===== config.mk =====
export PLATFORM = sky130hd
export DESIGN_NAME = sq_wave_seq_flat
export DESIGN_NICKNAME = d
export VERILOG_FILES = /design/src/rtl/sq_wave_seq_if.sv /design/src/rtl/sq_wave_seq.sv /design/src/flat_wrapper.sv
export SDC_FILE = /design/constraint.sdc
export NUM_CORES = 1
export LEC_CHECK = 0
export ABC_AREA = 1
export BUFFER_PORTS_ARGS = -buffer_cell sky130_fd_sc_hd__buf_2
export CAP_MARGIN = 20
export CORE_MARGIN = 10
export CORE_UTILIZATION = 30
export DETAILED_ROUTE_END_ITERATION = 10
export GPL_TIMING_DRIVEN = 0
export SLEW_MARGIN = 25
export SYNTH_ARGS = -nofsm -noshare
export SYNTH_HDL_FRONTEND = slang
export SYNTH_SLANG_ARGS = --single-unit

===== constraint.sdc =====
create_clock -name clk -period 4.2 [get_ports clk]
set_input_delay 0.21 -clock clk [delete_from_list [all_inputs] [get_ports clk]]
set_output_delay 0.21 -clock clk [all_outputs]
set_load 0.02 [all_outputs]

===== src/rtl/sq_wave_seq_if.sv =====
// Bus bundle between the sequencer and its front end / generator.
// SQ_SEQ_PERIOD_CNT_EN adds the period_cnt observation signal.
interface sq_wave_seq_if #(
   parameter int AW    = 3,
   parameter int RPT_W = 8
);
   logic                 wr_en;
   logic [AW-1:0]        wr_addr;
   logic [8+RPT_W-1:0]   wr_data;
   logic                 start;
   logic                 stop;
   logic                 loop;
   logic                 sq_wave_in;
   logic [3:0]           m_out;
   logic [3:0]           n_out;
   logic                 gen_rst;
   logic                 busy;
   logic                 done;
   logic [AW-1:0]        cur_idx;
`ifdef SQ_SEQ_PERIOD_CNT_EN
   logic [15:0]          period_cnt;
`endif

   modport slave (
      input  wr_en, wr_addr, wr_data, start, stop, loop, sq_wave_in,
      output m_out, n_out, gen_rst, busy, done, cur_idx
`ifdef SQ_SEQ_PERIOD_CNT_EN
      , output period_cnt
`endif
   );

   modport master (
      output wr_en, wr_addr, wr_data, start, stop, loop, sq_wave_in,
      input  m_out, n_out, gen_rst, busy, done, cur_idx
`ifdef SQ_SEQ_PERIOD_CNT_EN
      , input period_cnt
`endif
   );
endinterface


===== src/rtl/sq_wave_seq.sv =====
// Table-driven sequencer for the square-wave generator: plays {M, N, REPEAT} entries in order.
// Define SQ_SEQ_PERIOD_CNT_EN to add the saturating period_cnt output.
module sq_wave_seq #(
   parameter int DEPTH = 8,
   parameter int RPT_W = 8
) (
   input logic          clk,
   input logic          reset,
   sq_wave_seq_if.slave bus
);
   localparam int AW = $clog2(DEPTH);
   localparam int EW = 8 + RPT_W;
   localparam int SW = AW + 1;

   typedef enum logic [1:0] {S_IDLE, S_LOAD, S_RUN, S_DONE} state_e;

   state_e           state_q, state_d;
   logic [EW-1:0]    tbl_q [DEPTH];
   logic [3:0]       m_q, m_d;
   logic [3:0]       n_q, n_d;
   logic [RPT_W-1:0] rep_q, rep_d;
   logic [RPT_W-1:0] rpt_q, rpt_d;
   logic [AW-1:0]    idx_q, idx_d;
   logic [SW-1:0]    skip_q, skip_d;
   logic             sq_q;
   logic             prev_q, prev_d;

   logic [EW-1:0]    entry;
   logic [3:0]       entry_m;
   logic [3:0]       entry_n;
   logic [RPT_W-1:0] entry_rep;
   logic             last_entry;
   logic             wrap_done;
   logic [AW-1:0]    adv_idx;
   logic [RPT_W:0]   rpt_inc;
   logic [RPT_W-1:0] target;
   logic             run_edge;
   logic             start_ok;

   // NOTE: the table is ordinary flops with an async clear, so it resets like every other register.
   always_ff @(posedge clk or negedge reset) begin
      if (!reset) begin
         for (int i = 0; i < DEPTH; i++) tbl_q[i] <= '0;
      end else if (bus.wr_en) begin
         tbl_q[bus.wr_addr] <= bus.wr_data;
      end
   end

   assign entry      = tbl_q[idx_q];
   assign entry_m    = entry[EW-1 -: 4];
   assign entry_n    = entry[EW-5 -: 4];
   assign entry_rep  = entry[RPT_W-1:0];

   assign last_entry = (idx_q == AW'(DEPTH - 1));
   assign wrap_done  = last_entry && !bus.loop;
   assign adv_idx    = last_entry ? (bus.loop ? '0 : idx_q) : idx_q + 1'b1;

   assign rpt_inc    = {1'b0, rpt_q} + 1'b1;
   assign target     = (rep_q == '0) ? RPT_W'(1) : rep_q;
   assign run_edge   = (state_q == S_RUN) && sq_q && !prev_q;
   assign start_ok   = (state_q == S_IDLE) && bus.start && !bus.stop;

   // NOTE: every variable gets its hold value first, so no path leaves one unassigned and no latch appears.
   always_comb begin
      state_d = state_q;
      m_d     = m_q;
      n_d     = n_q;
      rep_d   = rep_q;
      rpt_d   = rpt_q;
      idx_d   = idx_q;
      skip_d  = skip_q;
      prev_d  = prev_q;

      unique case (state_q)
         S_IDLE: begin
            if (start_ok) begin
               state_d = S_LOAD;
               idx_d   = '0;
               skip_d  = '0;
            end
         end
         S_LOAD: begin
            m_d    = entry_m;
            n_d    = entry_n;
            rep_d  = entry_rep;
            rpt_d  = '0;
            prev_d = 1'b1;  // output already high at release must not count as an edge
            if (entry_m == 4'd0 && entry_n == 4'd0) begin
               skip_d = skip_q + 1'b1;
               if (skip_q == SW'(DEPTH - 1) || wrap_done) begin
                  state_d = S_DONE;
               end else begin
                  state_d = S_LOAD;
                  idx_d   = adv_idx;
               end
            end else begin
               state_d = S_RUN;
            end
         end
         S_RUN: begin
            prev_d = sq_q;
            if (run_edge) begin
               rpt_d = rpt_inc[RPT_W] ? rpt_q : rpt_inc[RPT_W-1:0];
               if (rpt_inc >= {1'b0, target}) begin
                  skip_d  = '0;
                  state_d = wrap_done ? S_DONE : S_LOAD;
                  idx_d   = adv_idx;
               end
            end
         end
         S_DONE: begin
            state_d = S_IDLE;
         end
         default: state_d = S_IDLE;
      endcase

      // Abort wins over everything; the generator settings stay as they were.
      if (bus.stop && state_q != S_IDLE) begin
         state_d = S_IDLE;
         m_d     = m_q;
         n_d     = n_q;
         idx_d   = idx_q;
      end
   end

   // NOTE: state registers use non-blocking assignments so all of them update from the same pre-edge values.
   always_ff @(posedge clk or negedge reset) begin
      if (!reset) begin
         state_q <= S_IDLE;
         m_q     <= '0;
         n_q     <= '0;
         rep_q   <= '0;
         rpt_q   <= '0;
         idx_q   <= '0;
         skip_q  <= '0;
         sq_q    <= 1'b0;
         prev_q  <= 1'b0;
      end else begin
         state_q <= state_d;
         m_q     <= m_d;
         n_q     <= n_d;
         rep_q   <= rep_d;
         rpt_q   <= rpt_d;
         idx_q   <= idx_d;
         skip_q  <= skip_d;
         sq_q    <= bus.sq_wave_in;
         prev_q  <= prev_d;
      end
   end

`ifdef SQ_SEQ_PERIOD_CNT_EN
   logic [15:0] pcnt_q;

   always_ff @(posedge clk or negedge reset) begin
      if (!reset) begin
         pcnt_q <= '0;
      end else if (start_ok) begin
         pcnt_q <= '0;
      end else if (run_edge && pcnt_q != 16'hFFFF) begin
         pcnt_q <= pcnt_q + 1'b1;
      end
   end

   assign bus.period_cnt = pcnt_q;
`endif

   // Status decodes straight from the state register so the async clear reaches them at once.
   assign bus.m_out   = m_q;
   assign bus.n_out   = n_q;
   assign bus.cur_idx = idx_q;
   assign bus.gen_rst = (state_q != S_RUN);
   assign bus.busy    = (state_q == S_LOAD) || (state_q == S_RUN);
   assign bus.done    = (state_q == S_DONE) && !bus.stop;

endmodule


===== src/flat_wrapper.sv =====
// flat-port wrapper written by rule: the top's interface ports become plain ports
module sq_wave_seq_flat 
#(
   parameter int DEPTH = 8,
   parameter int RPT_W = 8
)
  (clk, reset, bus_wr_en, bus_wr_addr, bus_wr_data, bus_start, bus_stop, bus_loop, bus_sq_wave_in, bus_m_out, bus_n_out, bus_gen_rst, bus_busy, bus_done, bus_cur_idx);
  sq_wave_seq_if #(.AW((3)), .RPT_W(RPT_W)) bus_i ();
  input logic clk;
  input logic reset;
  input wire logic [$bits(bus_i.wr_en)-1:0] bus_wr_en;
  input wire logic [$bits(bus_i.wr_addr)-1:0] bus_wr_addr;
  input wire logic [$bits(bus_i.wr_data)-1:0] bus_wr_data;
  input wire logic [$bits(bus_i.start)-1:0] bus_start;
  input wire logic [$bits(bus_i.stop)-1:0] bus_stop;
  input wire logic [$bits(bus_i.loop)-1:0] bus_loop;
  input wire logic [$bits(bus_i.sq_wave_in)-1:0] bus_sq_wave_in;
  output wire logic [$bits(bus_i.m_out)-1:0] bus_m_out;
  output wire logic [$bits(bus_i.n_out)-1:0] bus_n_out;
  output wire logic [$bits(bus_i.gen_rst)-1:0] bus_gen_rst;
  output wire logic [$bits(bus_i.busy)-1:0] bus_busy;
  output wire logic [$bits(bus_i.done)-1:0] bus_done;
  output wire logic [$bits(bus_i.cur_idx)-1:0] bus_cur_idx;
  assign bus_i.wr_en = bus_wr_en;
  assign bus_i.wr_addr = bus_wr_addr;
  assign bus_i.wr_data = bus_wr_data;
  assign bus_i.start = bus_start;
  assign bus_i.stop = bus_stop;
  assign bus_i.loop = bus_loop;
  assign bus_i.sq_wave_in = bus_sq_wave_in;
  assign bus_m_out = bus_i.m_out;
  assign bus_n_out = bus_i.n_out;
  assign bus_gen_rst = bus_i.gen_rst;
  assign bus_busy = bus_i.busy;
  assign bus_done = bus_i.done;
  assign bus_cur_idx = bus_i.cur_idx;
  sq_wave_seq #(.DEPTH(DEPTH), .RPT_W(RPT_W)) u_core (.clk(clk), .reset(reset), .bus(bus_i));
endmodule

==> qor.csv <==
stage;metric;value;unit
cells_and_area;ANT cells;0;
cts;CTS Root Cell;clkbuf_16;
detailed_routing;DR pass1 iterations;5;
power_and_ir_drop;Pwr Total;0.00566;W
cells_and_area;layout cells sized above 1;0.0887;
die;die height;181;µm
timing;setup violators final;0;
cts;setup repair bufs after CTS;0;
timing;setup TNS;0;ns
global_route;antenna violations before repair;0;
detailed_routing;WL per Instance;16.3;µm
placed_design;global placer's final weighted congestion;0.846;
cells_and_area;Non-Filler Instances;1367;
yosys;Mapped Area;0.00775;mm²
yosys;Mean Syn Cell Area;8.07;µm²
timing;Worst slew margin;0.428;
worst_setup_path;stages on the worst setup path;16;
placed_design;DPL Wire Length;15.6;mm
power_and_ir_drop;Pleak;4.36;nW
yosys;Net Count, Synth;1004;
detailed_routing;drt drc;0;
worst_setup_path;reg2reg path depth;16;
die;Rows;58;
timing;Tcrit/Tclk final;0.620;
worst_setup_path;Data arrival, critical path;2.92;ns
worst_setup_path;worst-path maximum fanout;5;
worst_setup_path;worst-path cell chain;inv_1, nor3_1, nand3_1, xor2_1, inv_1, ha_1, o211a_1, nand2_1, nand2_1, nand2_1, nand2_1, nand2_1, nor2_1, nand2_2, nand2_1, nand2_1;
worst_setup_path;Most Frequent Cell on Critical Path;nand2_1;
timing;pins over their slew limit;0;
worst_setup_path;critical path's slowest cell;dfrtp_1;
detailed_routing;detailed-route wire length;22.2;mm
cells_and_area;final core utilization;0.356;
yosys;flop and latch count out of synthesis;163;
detailed_routing;Routed Antenna Nets;0;
die;Ports;40;
global_route;first-pass GRT wire length;36.4;mm
yosys;total of warnings raised by yosys;0;
timing;Worst-Margin Slew;0.852;ns
timing;fmax;384;MHz
placed_design;# placed instances;1331;
cells_and_area;Filler cells;2666;
global_route;Total GRT Usage;0.137;
outcome;status;finished clean;
run;max cap viols;0;
hold_path;Hold Crit Class;input port to register;
yosys;Mapped Cells;961;
cts;clock slew seen by the registers of the worst setup and hold paths;0.06;ns
die;core area;0.0253;mm²
worst_setup_path;kind of critical path;register to register;
timing;RSZ-0062 raised after global routing;false;
worst_setup_path;Max stage delay on crit path;0.38;ns
detailed_routing;1st-iter DRT viols;492;
power_and_ir_drop;power per cell area;629;mW/mm²
cts;cts bufs inserted;17;
timing;Hold Vio Cnt, Final;0;
cts;clk sinks;163;
worst_setup_path;critical path required time;4.52;ns
cts;Longest Clk Path Bufs;2;
worst_setup_path;Worst path top cell family by delay;simple AND/OR/NAND/NOR gates;
die;die width;181;µm
cells_and_area;Final #Nets;1067;
detailed_routing;routed vias/inst;4.90;
placed_design;placed cell area;0.00840;mm²
timing;Clock Skew;0.0124;ns
cts;clk_lat worst skew;0.43;ns
global_route;gr ovfl total;0;
die;full die area;0.0327;mm²
placed_design;I/O Buffers;39;
worst_setup_path;endpoint class of the critical path;register;
hold_path;WHS Path Cells;3;
cells_and_area;Layout area overhead;16.1;%
global_route;vias in the first global route;6719;
detailed_routing;Vias;6692;
worst_setup_path;WP buf/inv;2;
worst_setup_path;startpoint types;register;
global_route;largest net degree at the start of global routing;88;
power_and_ir_drop;peak supply drop;312;µV
yosys;synth unique cells;33;
cts;H-Tree Depth;4;
die;Initial Util;0.306;
cells_and_area;post-layout instance area;0.00900;mm²
yosys;register area share after synthesis;0.526;
timing;post-layout minimum cycle time;2.60;ns
cts;CTS tree;yes;
path summary, 6_finish.rpt:
check | endpoint | slack [ns] | startpoint
setup reg to reg | u_core.skip_q[1] | 1.60 | u_core.rpt_q[2]
setup / recovery | u_core.skip_q[1] | 1.60 | u_core.rpt_q[2]
max in group asynchronous | u_core.tbl_q[15] | 2.98 | reset
hold reg to reg | u_core.tbl_q[36] | 0.48 | u_core.tbl_q[36]
hold / removal | u_core.tbl_q[11] | 0.005 | bus_wr_data[11]
min in group asynchronous | u_core.tbl_q[18] | 0.36 | reset
logic make-up after synthesis:
group | after synthesis | synth area share
XOR/XNOR | 7 | 0.00791
buffers and inverters | 141 | 0.0741
AND/OR/NAND/NOR | 403 | 0.208
flip-flops | 163 | 0.526
AO/OA/AOI/OAI | 230 | 0.157
adder cells (fa/ha/maj) | 17 | 0.0274
cell type report:
type                    instances  area, µm²  share of cell area
plain buffers                  50        230              0.0256
flip-flops and latches        163       4080               0.453
clock buffers                  20        457              0.0507
multi-input cells             657       3100               0.344
repair buffers                 44        273              0.0303
inverters                      91        344              0.0382
well taps                     330        413              0.0459
clock inverters                12        109              0.0121
cell usage in the layout, fill, tap and decap left out, types with 19 or more instances in the layout:
| cell | instances |
|---|---|
| nand2_1 | 267 |
| o21ai_0 | 176 |
| dfrtp_1 | 163 |
| inv_1 | 89 |
| nor2_1 | 81 |
| buf_2 | 45 |
| clkbuf_1 | 37 |
| nand3_1 | 37 |
| a21oi_1 | 19 |
registers in the layout (all words and copies together) (netlist names):
signal,flops
u_core.sq_q,1
u_core.prev_q,1
u_core.bus.n_out,4
u_core.bus.cur_idx,3
u_core.state_q,2
u_core.skip_q,4
u_core.tbl_q,128
u_core.rep_q,8
u_core.rpt_q,8
u_core.bus.m_out,4
worst min-delay path: cells and delay by family:
kind | cells | cell delay, ns
buffers and inverters | 1 | 0.09
AO/OA/AOI/OAI | 1 | 0.06
AND/OR/NAND/NOR | 1 | 0.04
stage by stage:
step                setup slack (ns)  hold WS [ns]
finish                          1.60       0.00519
global route                    1.24        0.0146
CTS                             1.55       0.00117
detailed placement              1.57         0.245
global placement               0.289         0.321
floorplan                       1.95       -0.0856
power breakdown:
| part | total [W] | switching (W) | internal [W] |
|---|---|---|---|
| Clock | 0.00150 | 0.000651 | 0.000845 |
| Sequential | 0.00212 | 0.000203 | 0.00192 |
| Combinational | 0.00204 | 0.00139 | 0.000658 |
per-layer routing:
metal | part of all wire | vias to the layer above | track usage
met3 | 0.055 | 31 | 0.0306
li1 | - | 3239 | -
met5 | 0 | - | 0
met4 | 0.018 | 0 | 0.0394
met2 | 0.47 | 185 | 0.227
met1 | 0.45 | 3237 | 0.175
cells in the mapped netlist, drive strengths merged:
cell type	n	area [µm²]
a31oi	1	6.26
nand3b	1	7.51
xor2	7	61.3
o21ai	186	931
nand3	38	195
clkbuf	36	135
o41ai	1	8.76
o211a	1	10.0
inv	91	344
a22o	1	8.76
buf	14	95.1
o22ai	10	62.6
dfrtp	163	4080
o211ai	2	15.0
nor3b	2	15.0
o221ai	8	70.1
nand2	270	1030
a21oi	20	104
ha	17	213
nor2	83	317
nand4	4	25.0
nor3	5	25.0
repair_timing:
item | in CTS | in global routing
hold buffers | 4 | 0
endpoints found under the setup margin | 0 | 0
endpoints found under the hold margin | 79 | 0
gates resized for setup | 0 | 0
Note: power is estimated with default switching activity, not from simulation.
